[config.mk]
export PLATFORM = sky130hd
export DESIGN_NAME = weight_wr_ctrl
export DESIGN_NICKNAME = d
export VERILOG_FILES = /design/src/rtl/weight_pkg.sv /design/src/rtl/weight_wr_ctrl.sv
export SDC_FILE = /design/constraint.sdc
export NUM_CORES = 1
export LEC_CHECK = 0
export ABC_CLOCK_PERIOD_IN_PS = 1840
export BUFFER_PORTS_ARGS = -buffer_cell sky130_fd_sc_hd__buf_2
export CAP_MARGIN = 20
export CORE_UTILIZATION = 30
export DETAILED_ROUTE_END_ITERATION = 8
export PLACE_DENSITY = 0.53
export SLEW_MARGIN = 20
export SYNTH_ARGS = -nofsm -noshare
export SYNTH_HDL_FRONTEND = slang
export SYNTH_SLANG_ARGS = --single-unit
[constraint.sdc]
create_clock -name sclk -period 1.84 [get_ports sclk]
set_clock_uncertainty 0.15 [all_clocks]
set_input_delay 0.368 -clock sclk [delete_from_list [all_inputs] [get_ports sclk]]
set_output_delay 0.368 -clock sclk [all_outputs]
set_load 0.05 [all_outputs]
[src/rtl/weight_pkg.sv]
// Shared constants and encodings for the weight-buffer write path.
package weight_pkg;

    localparam int K3_BYTES   = 9;
    localparam int K1_BYTES   = 1;
    localparam int ADDR_W_DEF = 8;
    localparam int CH_W_DEF   = 3;

    typedef enum logic {
        ST_IDLE = 1'b0,
        ST_LOAD = 1'b1
    } state_t;

    typedef enum logic {
        CONV_3X3 = 1'b0,
        CONV_1X1 = 1'b1
    } conv_t;

endpackage

[src/rtl/weight_wr_ctrl.sv]
// Write-side controller for the per-channel weight buffer: counts streamed bytes per
// kernel and strobes one write per complete kernel, address-major / channel-minor.
module weight_wr_ctrl
    import weight_pkg::*;
#(
    parameter int ADDR_W   = ADDR_W_DEF,
    parameter int CH_W     = CH_W_DEF,
    parameter int K3_BYTES = weight_pkg::K3_BYTES
) (
    input  logic              sclk,
    input  logic              s_rst,
    input  logic              load_start,
    input  logic              cfg_conv_type,
    input  logic [ADDR_W-1:0] cfg_kernel_num_m1,
    input  logic [CH_W-1:0]   cfg_ch_num_m1,
    input  logic              weight_data_in_vld,
    output logic              weight_ready,
    output logic              conv_type,
    output logic              wr_en,
    output logic [ADDR_W-1:0] wr_addr,
    output logic [CH_W-1:0]   ch_cnt,
    output logic              load_busy,
    output logic              load_done,
    output logic              frame_err
);

    localparam int BCNT_W = $clog2(K3_BYTES);

    state_t              state_q, state_d;
    conv_t               conv_q;
    logic [ADDR_W-1:0]   kern_m1_q;
    logic [CH_W-1:0]     ch_m1_q;
    logic [BCNT_W-1:0]   byte_cnt_q;
    logic [ADDR_W-1:0]   addr_ptr_q;
    logic [CH_W-1:0]     ch_ptr_q;

    logic in_load;
    logic last_byte;
    logic final_kernel;
    logic kernel_gap;

    assign in_load      = (state_q == ST_LOAD);
    assign last_byte    = in_load && weight_data_in_vld &&
                          ((conv_q == CONV_1X1) ? (byte_cnt_q == BCNT_W'(K1_BYTES - 1))
                                                : (byte_cnt_q == BCNT_W'(K3_BYTES - 1)));
    assign final_kernel = last_byte && (addr_ptr_q == kern_m1_q) && (ch_ptr_q == ch_m1_q);
    // The buffer reloads its shift register on a vld gap, so a partial 3x3 kernel is lost.
    assign kernel_gap   = in_load && !weight_data_in_vld && (conv_q == CONV_3X3) &&
                          (byte_cnt_q != '0);

    // NOTE: reset is synchronous, so it lives inside the clocked branch; state uses <= only.
    always_ff @(posedge sclk) begin
        if (s_rst) state_q <= ST_IDLE;
        else       state_q <= state_d;
    end

    // NOTE: default assignment first so no path leaves state_d unassigned (no latch).
    always_comb begin
        state_d = state_q;
        case (state_q)
            ST_IDLE: if (load_start)   state_d = ST_LOAD;
            ST_LOAD: if (final_kernel) state_d = ST_IDLE;
            default:                   state_d = ST_IDLE;
        endcase
    end

    always_comb begin
        load_busy    = in_load;
        weight_ready = in_load;
    end

    always_ff @(posedge sclk) begin
        if (s_rst) begin
            conv_q     <= CONV_3X3;
            kern_m1_q  <= '0;
            ch_m1_q    <= '0;
            byte_cnt_q <= '0;
            addr_ptr_q <= '0;
            ch_ptr_q   <= '0;
            wr_en      <= 1'b0;
            wr_addr    <= '0;
            ch_cnt     <= '0;
            load_done  <= 1'b0;
            frame_err  <= 1'b0;
        end else begin
            wr_en     <= 1'b0;
            load_done <= 1'b0;
            if (state_q == ST_IDLE && load_start) begin
                conv_q     <= conv_t'(cfg_conv_type);
                kern_m1_q  <= cfg_kernel_num_m1;
                ch_m1_q    <= cfg_ch_num_m1;
                byte_cnt_q <= '0;
                addr_ptr_q <= '0;
                ch_ptr_q   <= '0;
                frame_err  <= 1'b0;
            end else if (last_byte) begin
                // Strobe one cycle late so wr_en lines up with the buffer's registered data.
                wr_en      <= 1'b1;
                wr_addr    <= addr_ptr_q;
                ch_cnt     <= ch_ptr_q;
                load_done  <= final_kernel;
                byte_cnt_q <= '0;
                if (!final_kernel) begin
                    if (ch_ptr_q == ch_m1_q) begin
                        ch_ptr_q   <= '0;
                        addr_ptr_q <= addr_ptr_q + ADDR_W'(1);
                    end else begin
                        ch_ptr_q   <= ch_ptr_q + CH_W'(1);
                    end
                end
            end else if (in_load && weight_data_in_vld) begin
                byte_cnt_q <= byte_cnt_q + BCNT_W'(1);
            end else if (kernel_gap) begin
                frame_err  <= 1'b1;
                byte_cnt_q <= '0;
            end
        end
    end

    assign conv_type = conv_q;

endmodule

==> run summary <==
status: finished, violations left
violated checks: setup timing
netlist area before placement: 1841 sq um
die area: 6452 sq um
final core occ: 40.85%
CTS tree: built
Total Power: 0.001747 W
Slew HR: 75.95%
Residual DRC: 0
worst-skew pair later-pin latency: 0.29 ns
worst r2r path cells: 7
Seq cells post-synth: 42
clock sink count: 42
nets: 302
WHS: 0.1465 ns
share of flip-flops with an asynchronous set or reset: 0%
post-DP HPWL: 3066 um
endpoint type of the worst setup path: flip-flop
Max VDD drop: 270.6 uV
max-cap violations: 0
CTS buffer count: 5
fin worst setup slack: -0.03398 ns
IO Port Bufs: 32
Least-Margin Pin Slew: 0.3600 ns
RSZ-0062 raised after global routing: true
Most used DFF post-synth: dfxtp_1
final-report max-slew violation count: 0
Worst Setup Start Kind: flip-flop
max incr delay on CP: 0.55 ns
vias in the first global route: 1,464
grt ovf: 0
CP Cell Sequence: inv_2 -> ha_4 -> nand2b_4 -> nor3_4 -> o211ai_4 -> or4_4 -> a21oi_2
gp weighted congestion: 0.7961
hold path depth: 3
Post-synth EDFFs: 0
via count: 1,664
clock root cell: clkbuf_8
critical path required time: 1.92 ns
fraction of post-synthesis cell area in the top cell type by area: 45.68%
CP max stage cell: or4_4
Worst Path Arrival: 1.96 ns
final period utilization: 101.8%
sequential element share of the synthesized area: 45.68%
Clock Tree Buf Depth: 2
R2R Setup Slk: -0.03 ns
CP Depth: 7
number of placed I/O pins: 33
largest net degree at the start of global routing: 20
synth unique cells: 34
Initial Util: 31.09%
# fillers: 627
Post-synth top cells: nand2_1 (56), dfxtp_1 (42), a21oi_1 (30)
min-delay worst type: in2reg
CP startpoint: byte_cnt_q[1]
final setup violating endpoints: 2
share of cells above drive strength 1: 31.45%
CP Max Fanout: 7
Worst-path clk slew: 0.08 ns
leakage: 0.9869 nW
Reg2Reg Launch Point: byte_cnt_q[1]
final wirelength: 4255 um
via/cell ratio: 4.648
top post-synthesis cells by area: dfxtp_1 (46%), nand2_1 (11%), a21oi_1 (8.2%)
f_max: 533.6 MHz
Yosys warning count: 0
first-pass GRT wire length: 6803 um
initial antenna violation count: 0
worst path bufs/invs: 1
pwr dens: 722.4 nW/um^2
Core Area: 5921 sq um
worst reg2reg path endpoint: addr_ptr_q[5]
Crit path max-delay family: simple AND/OR/NAND/NOR gates
H-tree depth reported by CTS: 2
Routed Antenna Nets: 0
Worst Setup EP: addr_ptr_q[5]
Final Hold Fails: 0
ant diodes: 0
Die Wd: 80.33 um
minimum clock period: 1.874 ns
Pre-antenna DRT Iters: 4
syn_nets: 245
setup TNS: -0.05386 ns
Total GRT Usage: 14.23%
Routed WL per cell: 11.89 um
cell with the most instances after synthesis: nand2_1
Cells after Synth: 225
Syn Area/Cell: 8.180 sq um
site row count: 28
Hold Path Origin: cfg_conv_type
crit path kind: reg2reg
largest area contributor in the netlist: dfxtp_1
Chip Height: 80.33 um
Starting DRT DRC Count: 55
area growth from synthesis to layout: 31.41%
## worst register-to-register path, stage by stage (launching register included)
cell and delay, ns:
dfxtp_2 0.33, inv_2 0.06, ha_4 0.14, nand2b_4 0.06, nor3_4 0.25, o211ai_4 0.15, or4_4 0.55, a21oi_2 0.13
## routing by layer
layer | part of all wire (%) | GRT usage [%] | wire, um | vias up
met5 | 0 | 0 | 0 | -
met4 | 1.1 | 5.893 | 48 | 0
met3 | 3.9 | 4.205 | 164 | 5
met2 | 46 | 22.91 | 1973 | 37
met1 | 49 | 17.63 | 2068 | 754
li1 | - | - | - | 868
## placed cells by master, fill, tap and decap left out, drive strengths merged, types with 2 or more instances in the layout
cell	Yosys	routed
buf	3	63
nand2	56	56
dfxtp	42	42
a21oi	30	30
nor2	11	11
xnor2	9	9
o21ai	9	9
nand3	8	8
or3	7	7
clkbuf	10	6
inv	5	6
xor2	5	5
nand4	4	4
nand2b	4	4
ha	4	4
nor3	3	3
nor2b	2	2
o211ai	2	2
## sequential cells by signal, indices dropped and copies added, names as in the netlist
name        count
ch_cnt          3
wr_addr         8
load_done       1
frame_err       1
wr_en           1
byte_cnt_q      4
load_busy       1
conv_type       1
kern_m1_q       8
ch_ptr_q        3
ch_m1_q         3
addr_ptr_q      8
## how the worst min path moves through the flow
stage                  to  slack [ns]
2_1_floorplan  ch_m1_q[2]        0.30
5_1_grt         conv_type        0.14
4_1_cts         conv_type        0.14
6_report        conv_type        0.15
3_5_place_dp   wr_addr[3]        0.29
3_3_place_gp   wr_addr[3]        0.29
## per-stage QoR
stage,worst slack [ns],instances,instance area (sq um)
global route,-0.1304,358,2419
global placement,0.04230,346,2256
finish,-0.03398,358,2419
detailed placement,-0.04306,346,2256
floorplan,-0.005930,225,1868
CTS,-0.004754,356,2369
## layout make-up
type	instances	area, sq um	area share (%)
Inverter	5	18.77	0.7760
Tap cell	75	93.84	3.880
Clock buffer	6	82.58	3.414
Sequential cell	42	848.3	35.08
Multi-Input combinational cell	165	963.4	39.83
Clock inverter	2	11.26	0.4656
Timing Repair Buffer	63	400.4	16.55
## power by group
part / switching [W] / total (W) / internal (W)
clock network: 0.000320 / 0.000623 / 0.000303
registers: 0.0000139 / 0.000940 / 0.000926
logic: 0.000111 / 0.000184 / 0.0000721
total: 0.000446 / 0.00175 / 0.00130
## cell families after synthesis
logic type | count (synthesis) | synth area share [%]
simple gates | 98 | 24.47
compound gates | 47 | 14.75
flops | 42 | 45.68
buf+inv | 18 | 4.554
xor+xnor | 14 | 6.662
fa+ha+maj | 4 | 2.719
mux | 2 | 1.156
## timing repair
action,CTS,global route
resized for setup,1,10
buffers inserted,2,2
pin swaps,1,7
cloned,0,0
setup endpoints to repair,1,14
hold buffers,0,0
(Power assumes the default switching activity.)
